`config.mk`:
```
export PLATFORM = sky130hd
export DESIGN_NAME = gray_counter
export DESIGN_NICKNAME = d
export VERILOG_FILES = /design/src/rtl/gray_pkg.sv /design/src/rtl/gray_counter.sv
export SDC_FILE = /design/constraint.sdc
export NUM_CORES = 1
export LEC_CHECK = 0
export ABC_AREA = 1
export CAP_MARGIN = 40
export CORE_MARGIN = 8
export CORE_UTILIZATION = 34
export CTS_CLUSTER_SIZE = 28
export DETAILED_ROUTE_END_ITERATION = 7
export GPL_ROUTABILITY_DRIVEN = 0
export HOLD_SLACK_MARGIN = 0.03
export PLACE_DENSITY = 0.7
export SKIP_LAST_GASP = 1
export SLEW_MARGIN = 20
export SYNTH_ARGS = -nofsm -noshare
export SYNTH_HDL_FRONTEND = slang
export SYNTH_SLANG_ARGS = --single-unit
```
`constraint.sdc`:
```
create_clock -name clk -period 1.48 [get_ports clk]
set_input_delay 0.444 -clock clk [delete_from_list [all_inputs] [get_ports clk]]
set_output_delay 0.444 -clock clk [all_outputs]
set_load 0.05 [all_outputs]
```
`src/rtl/gray_pkg.sv`:
```
// Shared Gray-code helpers and counter mode constants. Used by the counter,
// by CDC FIFOs that decode synchronised pointers, and by the testbench.
package gray_pkg;

  localparam int MODE_WRAP  = 0;
  localparam int MODE_SAT   = 1;
  // Widest counter the helpers cover; callers zero-extend and truncate.
  localparam int GRAY_MAX_W = 64;

  function automatic logic [GRAY_MAX_W-1:0] bin2gray(input logic [GRAY_MAX_W-1:0] b);
    return b ^ (b >> 1);
  endfunction

  // XOR prefix scan from the MSB down.
  function automatic logic [GRAY_MAX_W-1:0] gray2bin(input logic [GRAY_MAX_W-1:0] g);
    logic [GRAY_MAX_W-1:0] b;
    b[GRAY_MAX_W-1] = g[GRAY_MAX_W-1];
    for (int i = GRAY_MAX_W - 2; i >= 0; i--) begin
      b[i] = b[i+1] ^ g[i];
    end
    return b;
  endfunction

endpackage

```
`src/rtl/gray_counter.sv`:
```
// Loadable up/down counter with registered binary and Gray outputs and a
// terminal-count flag; wraps or saturates at the boundaries.
module gray_counter
  import gray_pkg::*;
#(
  parameter int          WIDTH    = 4,
  parameter int          SATURATE = MODE_WRAP,
  parameter int unsigned INIT     = 0
) (
  input  logic             clk,
  input  logic             rst,
  input  logic             en,
  input  logic             up_dn,
  input  logic             load,
  input  logic [WIDTH-1:0] load_bin,
  output logic [WIDTH-1:0] bin,
  output logic [WIDTH-1:0] gray,
  output logic             tc
);

  localparam logic [WIDTH-1:0] INIT_BIN  = WIDTH'(INIT);
  localparam logic [WIDTH-1:0] INIT_GRAY = WIDTH'(bin2gray(GRAY_MAX_W'(INIT_BIN)));

  logic [WIDTH-1:0] r_bin;
  logic [WIDTH-1:0] r_gray;
  logic             r_tc;

  logic [WIDTH-1:0] w_bin_nxt;
  logic [WIDTH-1:0] w_gray_nxt;
  logic             w_tc_nxt;
  logic             w_boundary;

  // The step in the requested direction would cross MAX->0 or 0->MAX.
  assign w_boundary = up_dn ? (r_bin == '1) : (r_bin == '0);

  // NOTE: every always_comb output gets a default before any branch, so no
  // path leaves it unassigned and no latch is inferred.
  always_comb begin
    w_bin_nxt = r_bin;
    w_tc_nxt  = 1'b0;
    if (load) begin
      w_bin_nxt = load_bin;
    end else if (en) begin
      w_tc_nxt = w_boundary;
      if (!(SATURATE == MODE_SAT && w_boundary)) begin
        w_bin_nxt = up_dn ? r_bin + WIDTH'(1) : r_bin - WIDTH'(1);
      end
    end
  end

  // Gray comes from the next-state binary so the registered code never glitches.
  assign w_gray_nxt = WIDTH'(bin2gray(GRAY_MAX_W'(w_bin_nxt)));

  // NOTE: sequential state uses non-blocking assignments so all three
  // registers sample the same pre-edge values.
  always_ff @(posedge clk or posedge rst) begin
    if (rst) begin
      r_bin  <= INIT_BIN;
      r_gray <= INIT_GRAY;
      r_tc   <= 1'b0;
    end else begin
      r_bin  <= w_bin_nxt;
      r_gray <= w_gray_nxt;
      r_tc   <= w_tc_nxt;
    end
  end

  assign bin  = r_bin;
  assign gray = r_gray;
  assign tc   = r_tc;

endmodule

```
* Word level (Yosys, flattened, before mapping)
Index checks and enable logic that the tools add are counted.
Storage, ports and cells: register bits 9, bits of input ports 9, output and inout bits 9, word-level logic and storage cells 14
Cells by class: add/sub/neg operators 2, equality and inequality tests 1, muxes and demuxes 6, bitwise operators 1, reduce and logical (&&, ||, !) cells 1
Operator list (number):
- 4-bit two-way mux | 3
- 4-bit by 1-bit adder with 4-bit output, second input constant | 1
- 4-bit == test, second input constant | 1
- 4-bit logical NOT | 1
- 4-bit by 1-bit subtractor with 4-bit output, second input constant | 1
- 4-bit by 3-bit bitwise XOR with 4-bit output | 1
- 1-bit two-way mux | 3

* Logic depth before layout (Yosys ltp)
depth in word-level cells 5, gate-level depth with buffers 11, gate-level depth less buffers 11

* Worst setup path after synthesis
OpenSTA, ideal clock, no wires.
path type register to register, from register r_bin[0] (netlist: bin[0]), to register r_gray[1] (netlist: gray[1]), library setup time 0.130 ns, arrival 1.603 ns, required time 1.350 ns, setup slack -0.253 ns, cell stages (with the launch flop) 7, buffers on the path 0, period minus slack after synthesis 1.733 ns, path through dfrtp_1 fa_1 nand2_1 nand2_1 nand2_1 o21a_2 xor2_1
Between the ends: word-level cells in the longest chain between the ends 5, elaborated cells on any way between the ends 6, those cells by class 2 x add/sub; 3 x mux; 1 x bitwise
RTL lines:
- start: declaration | line gray_counter.sv:24 | logic [WIDTH-1:0] r_bin;
- start signal: assignment | line gray_counter.sv:62 | r_bin <= w_bin_nxt;
- 4-bit by 1-bit subtractor with 4-bit output / 4-bit by 1-bit adder with 4-bit output (equally long branches) | line gray_counter.sv:46 | w_bin_nxt = up_dn ? r_bin + WIDTH'(1) : r_bin - WIDTH'(1);
- 4-bit two-way mux (*) | line gray_counter.sv:46
- 4-bit two-way mux (*) | line gray_counter.sv:43 | end else if (en) begin
- 4-bit two-way mux (*) | line gray_counter.sv:41 | if (load) begin
- 4-bit by 3-bit bitwise XOR with 4-bit output (*) | line gray_pkg.sv:11 | return b ^ (b >> 1);
- net w_gray_nxt[1] | line gray_counter.sv:29 | logic [WIDTH-1:0] w_gray_nxt;
- end signal: assignment | line gray_counter.sv:63 | r_gray <= w_gray_nxt;
- end: declaration | line gray_counter.sv:25 | logic [WIDTH-1:0] r_gray;
Mark *: on every way through the listed nets, which the timed path passes. The rest lies on a longest branch.

* Worst setup path in the final report
from register r_bin[1] (netlist: bin[1]), to output port bin[1]
RTL lines:
- end: declaration | line gray_counter.sv:16 | output logic [WIDTH-1:0] bin,
No word-level cell between the ends.

==> out/summary.txt <==
outcome: complete, but fails checks
violations in the final reports: negative setup slack
master of the slowest instance on the critical path: dfrtp_2
maximum number of pins on one net before global-route repair: 9
Skew-Pair Late Insertion Delay: 0.25 ns
crit-path cells: buf_6 -> buf_6 -> buf_12
per-cell via count in the routed design: 4.74
share of the yosys chip area belonging to registers: 0.407
area occupied by registers: 204 µm²
quantity of hold-fixing buffers added after cts: 0
number of global-route vias before repair: 503
number of CTS-inserted buffers: 3
effective utilization at floorplan: 0.369
Die Span Y: 54.0 µm
Final Max Tran Viols: 0
class of the tightest hold or removal check: in2async
syn_nets: 75
final global-route overflow total: 0
start-to-end type of the worst setup path: reg2out
core footprint: 0.00133 mm²
wire length of the first global-routing pass: 2.05 mm
Reg2Reg Setup Slack: -0.01 ns
total negative slack: -0.0171 ns
largest stage delay on the critical path: 0.42 ns
clock tree from TritonCTS: yes
Yosys top cell by area: dfrtp_1
count of antenna diodes in the layout: 0
Row Count: 13
Arr. time, crit path: 1.05 ns
remaining design rule violation count: 0
Die Span X: 54.0 µm
Top cell by count, worst path: buf_6
count of cell types in the netlist: 18
Max VDD drop: 741 µV
layout filler cell count: 100
share of async-settable or async-resettable flops after synthesis: 1.00
critical path launch point type: flip-flop
Die Footprint: 0.00292 mm²
final hold violations: 0
tightest slew margin relative to the limit: 0.787
leakage power summed over all cells: 0.000456 µW
Yosys top cell area share: 0.407
maxcap violations: 0
number of sinks on the clock net: 8
worst path setup slack after routing: -0.0109 ns
number of DRC markers in iteration 0: 5
Req. time, crit path: 1.04 ns
Slew @ Worst Pin: 0.320 ns
leading post-synthesis cells by cell area: dfrtp_1, nand2_1, inv_1, a21oi_1, ha_1
proportion of layout cells with a drive suffix above 1: 0.409
Layout area overhead: 85.5%
clock transition time at the flip-flop clock pins of the worst setup and hold paths: 0.05 ns
overall global routing resource usage: 0.0952
detailed-route wire length per cell: 12.5 µm
final setup violation count: 2
cell area after synthesis: 492 µm²
endpoint type of the worst setup path: output pin
net count reported at finish: 106
DR pass1 iterations: 4
share of the clock period used by the worst path: 1.01
commonest cells in the netlist: nand2_1, dfrtp_1, inv_1, a21oi_1
Post-Route Utilization: 0.684
total number of vias: 512
warning count from the yosys run: 0
maximum fanout encountered on the critical timing path: 2
Antenna Nets Post-Route: 0
final routed wirelength across all metal layers: 1.35 mm
setup repair after global routing missed its margin: true
number of H-tree levels: 1
buffer levels on the longest clock path: 2
mean area per synthesized cell: 7.81 µm²
post-synthesis sequential element count: 8
multi-input gate area in the final layout: 282 µm²
final setup skew: 0.00118 ns
Tmin final: 1.49 ns
number of enable flip-flop cells after synthesis: 0
total power draw: 999 µW
initial antenna violation count: 0
most numerous cell in the Yosys netlist: nand2_1
number of cells produced by synthesis: 63
count of buffers inserted at the top-level ports: 17
max frequency: 0.671 GHz
Root Buffer Master: clkbuf_4
DP HPWL: 1.05 mm
number of top-level design ports: 18
P per Cell Area: 1100 mW/mm²
most frequently used flop master after synthesis: dfrtp_1
## cell type report
| cell class | count | area share |
|---|---|---|
| repair buffers | 27 | 0.373 |
| well taps | 15 | 0.0206 |
| inverters | 11 | 0.0453 |
| clock buffers | 4 | 0.0288 |
| multi-input cells | 43 | 0.309 |
| flip-flops and latches | 8 | 0.224 |
## critical path: cells and delay by family (launching register included)
kind,cells,cell delay (ns)
buffers and inverters,3,0.38
flip-flops,1,0.42
## final timing paths
| path | start | endpoint | depth (start not counted) |
|---|---|---|---|
| worst max-delay path | bin[1]$_DFF_PP0_ | bin[1] | 3 |
| max in group asynchronous | rst | bin[2]$_DFF_PP0_ | 2 |
| worst min-delay path | rst | gray[1]$_DFF_PP0_ | 2 |
| min in group clk | en | bin[3]$_DFF_PP0_ | 5 |
| worst min register to register | bin[0]$_DFF_PP0_ | bin[0]$_DFF_PP0_ | 5 |
| worst max register to register | bin[0]$_DFF_PP0_ | gray[1]$_DFF_PP0_ | 6 |
## flip-flops by register name (all words and copies together), names as in the netlist
register / cells
gray: 3
tc: 1
bin: 4
## routing by layer
metal	wire length, µm	global-route usage	up-vias
met5	0	0	-
met3	115	0.0358	4
li1	-	-	259
met1	528	0.103	223
met2	678	0.164	26
met4	23	0.0369	0
## cell families after synthesis
| group | count (synthesis) | synth area share |
|---|---|---|
| buffers and inverters | 12 | 0.0992 |
| adders and majority gates | 3 | 0.0916 |
| AOI/OAI and AO/OA | 9 | 0.107 |
| and+or+nand+nor | 28 | 0.242 |
| DFF | 8 | 0.407 |
| xor gates and xnor gates | 3 | 0.0534 |
## stage by stage
step / std cells / worst slack (ns) / area [µm²] / hold slack (ns)
final: 108 / -0.0109 / 912 / 0.427
after global routing: 108 / -0.0937 / 912 / 0.454
after CTS: 108 / -0.0119 / 883 / 0.431
after detailed placement: 103 / -0.659 / 847 / 0.703
after global placement: 103 / -0.658 / 847 / 0.705
after floorplan: 63 / -0.125 / 508 / 0.259
## layout by cell type (no fill, tap or decap), drive strengths merged
cell type      synthesis  final
inv                   11     11
o21ai                  3      3
a21oi                  5      5
clkdlybuf4s50          0      6
or2                    2      2
nor2                   4      4
nand2                 18     18
dfrtp                  8      8
fa                     1      1
ha                     2      2
dlymetal6s2s           0      1
nand3                  3      3
xnor2                  1      1
clkbuf                 0      4
xor2                   2      2
buf                    1     20
o21a                   1      1
nor4                   1      1
## repair_timing
| action | in CTS | in global routing |
|---|---|---|
| pin swaps | 1 | 2 |
| buffers inserted | 1 | 0 |
| endpoints found under the setup margin | 7 | 6 |
| gates resized for setup | 6 | 5 |
## power breakdown
group	leakage (µW)	internal, µW	switching, µW
Sequential	0.0000921	255	37.3
Combinational	0.000349	260	273
Clock	0.0000150	103	70.6
Total	0.000456	618	381
Note: power is estimated with default switching activity, not from simulation.
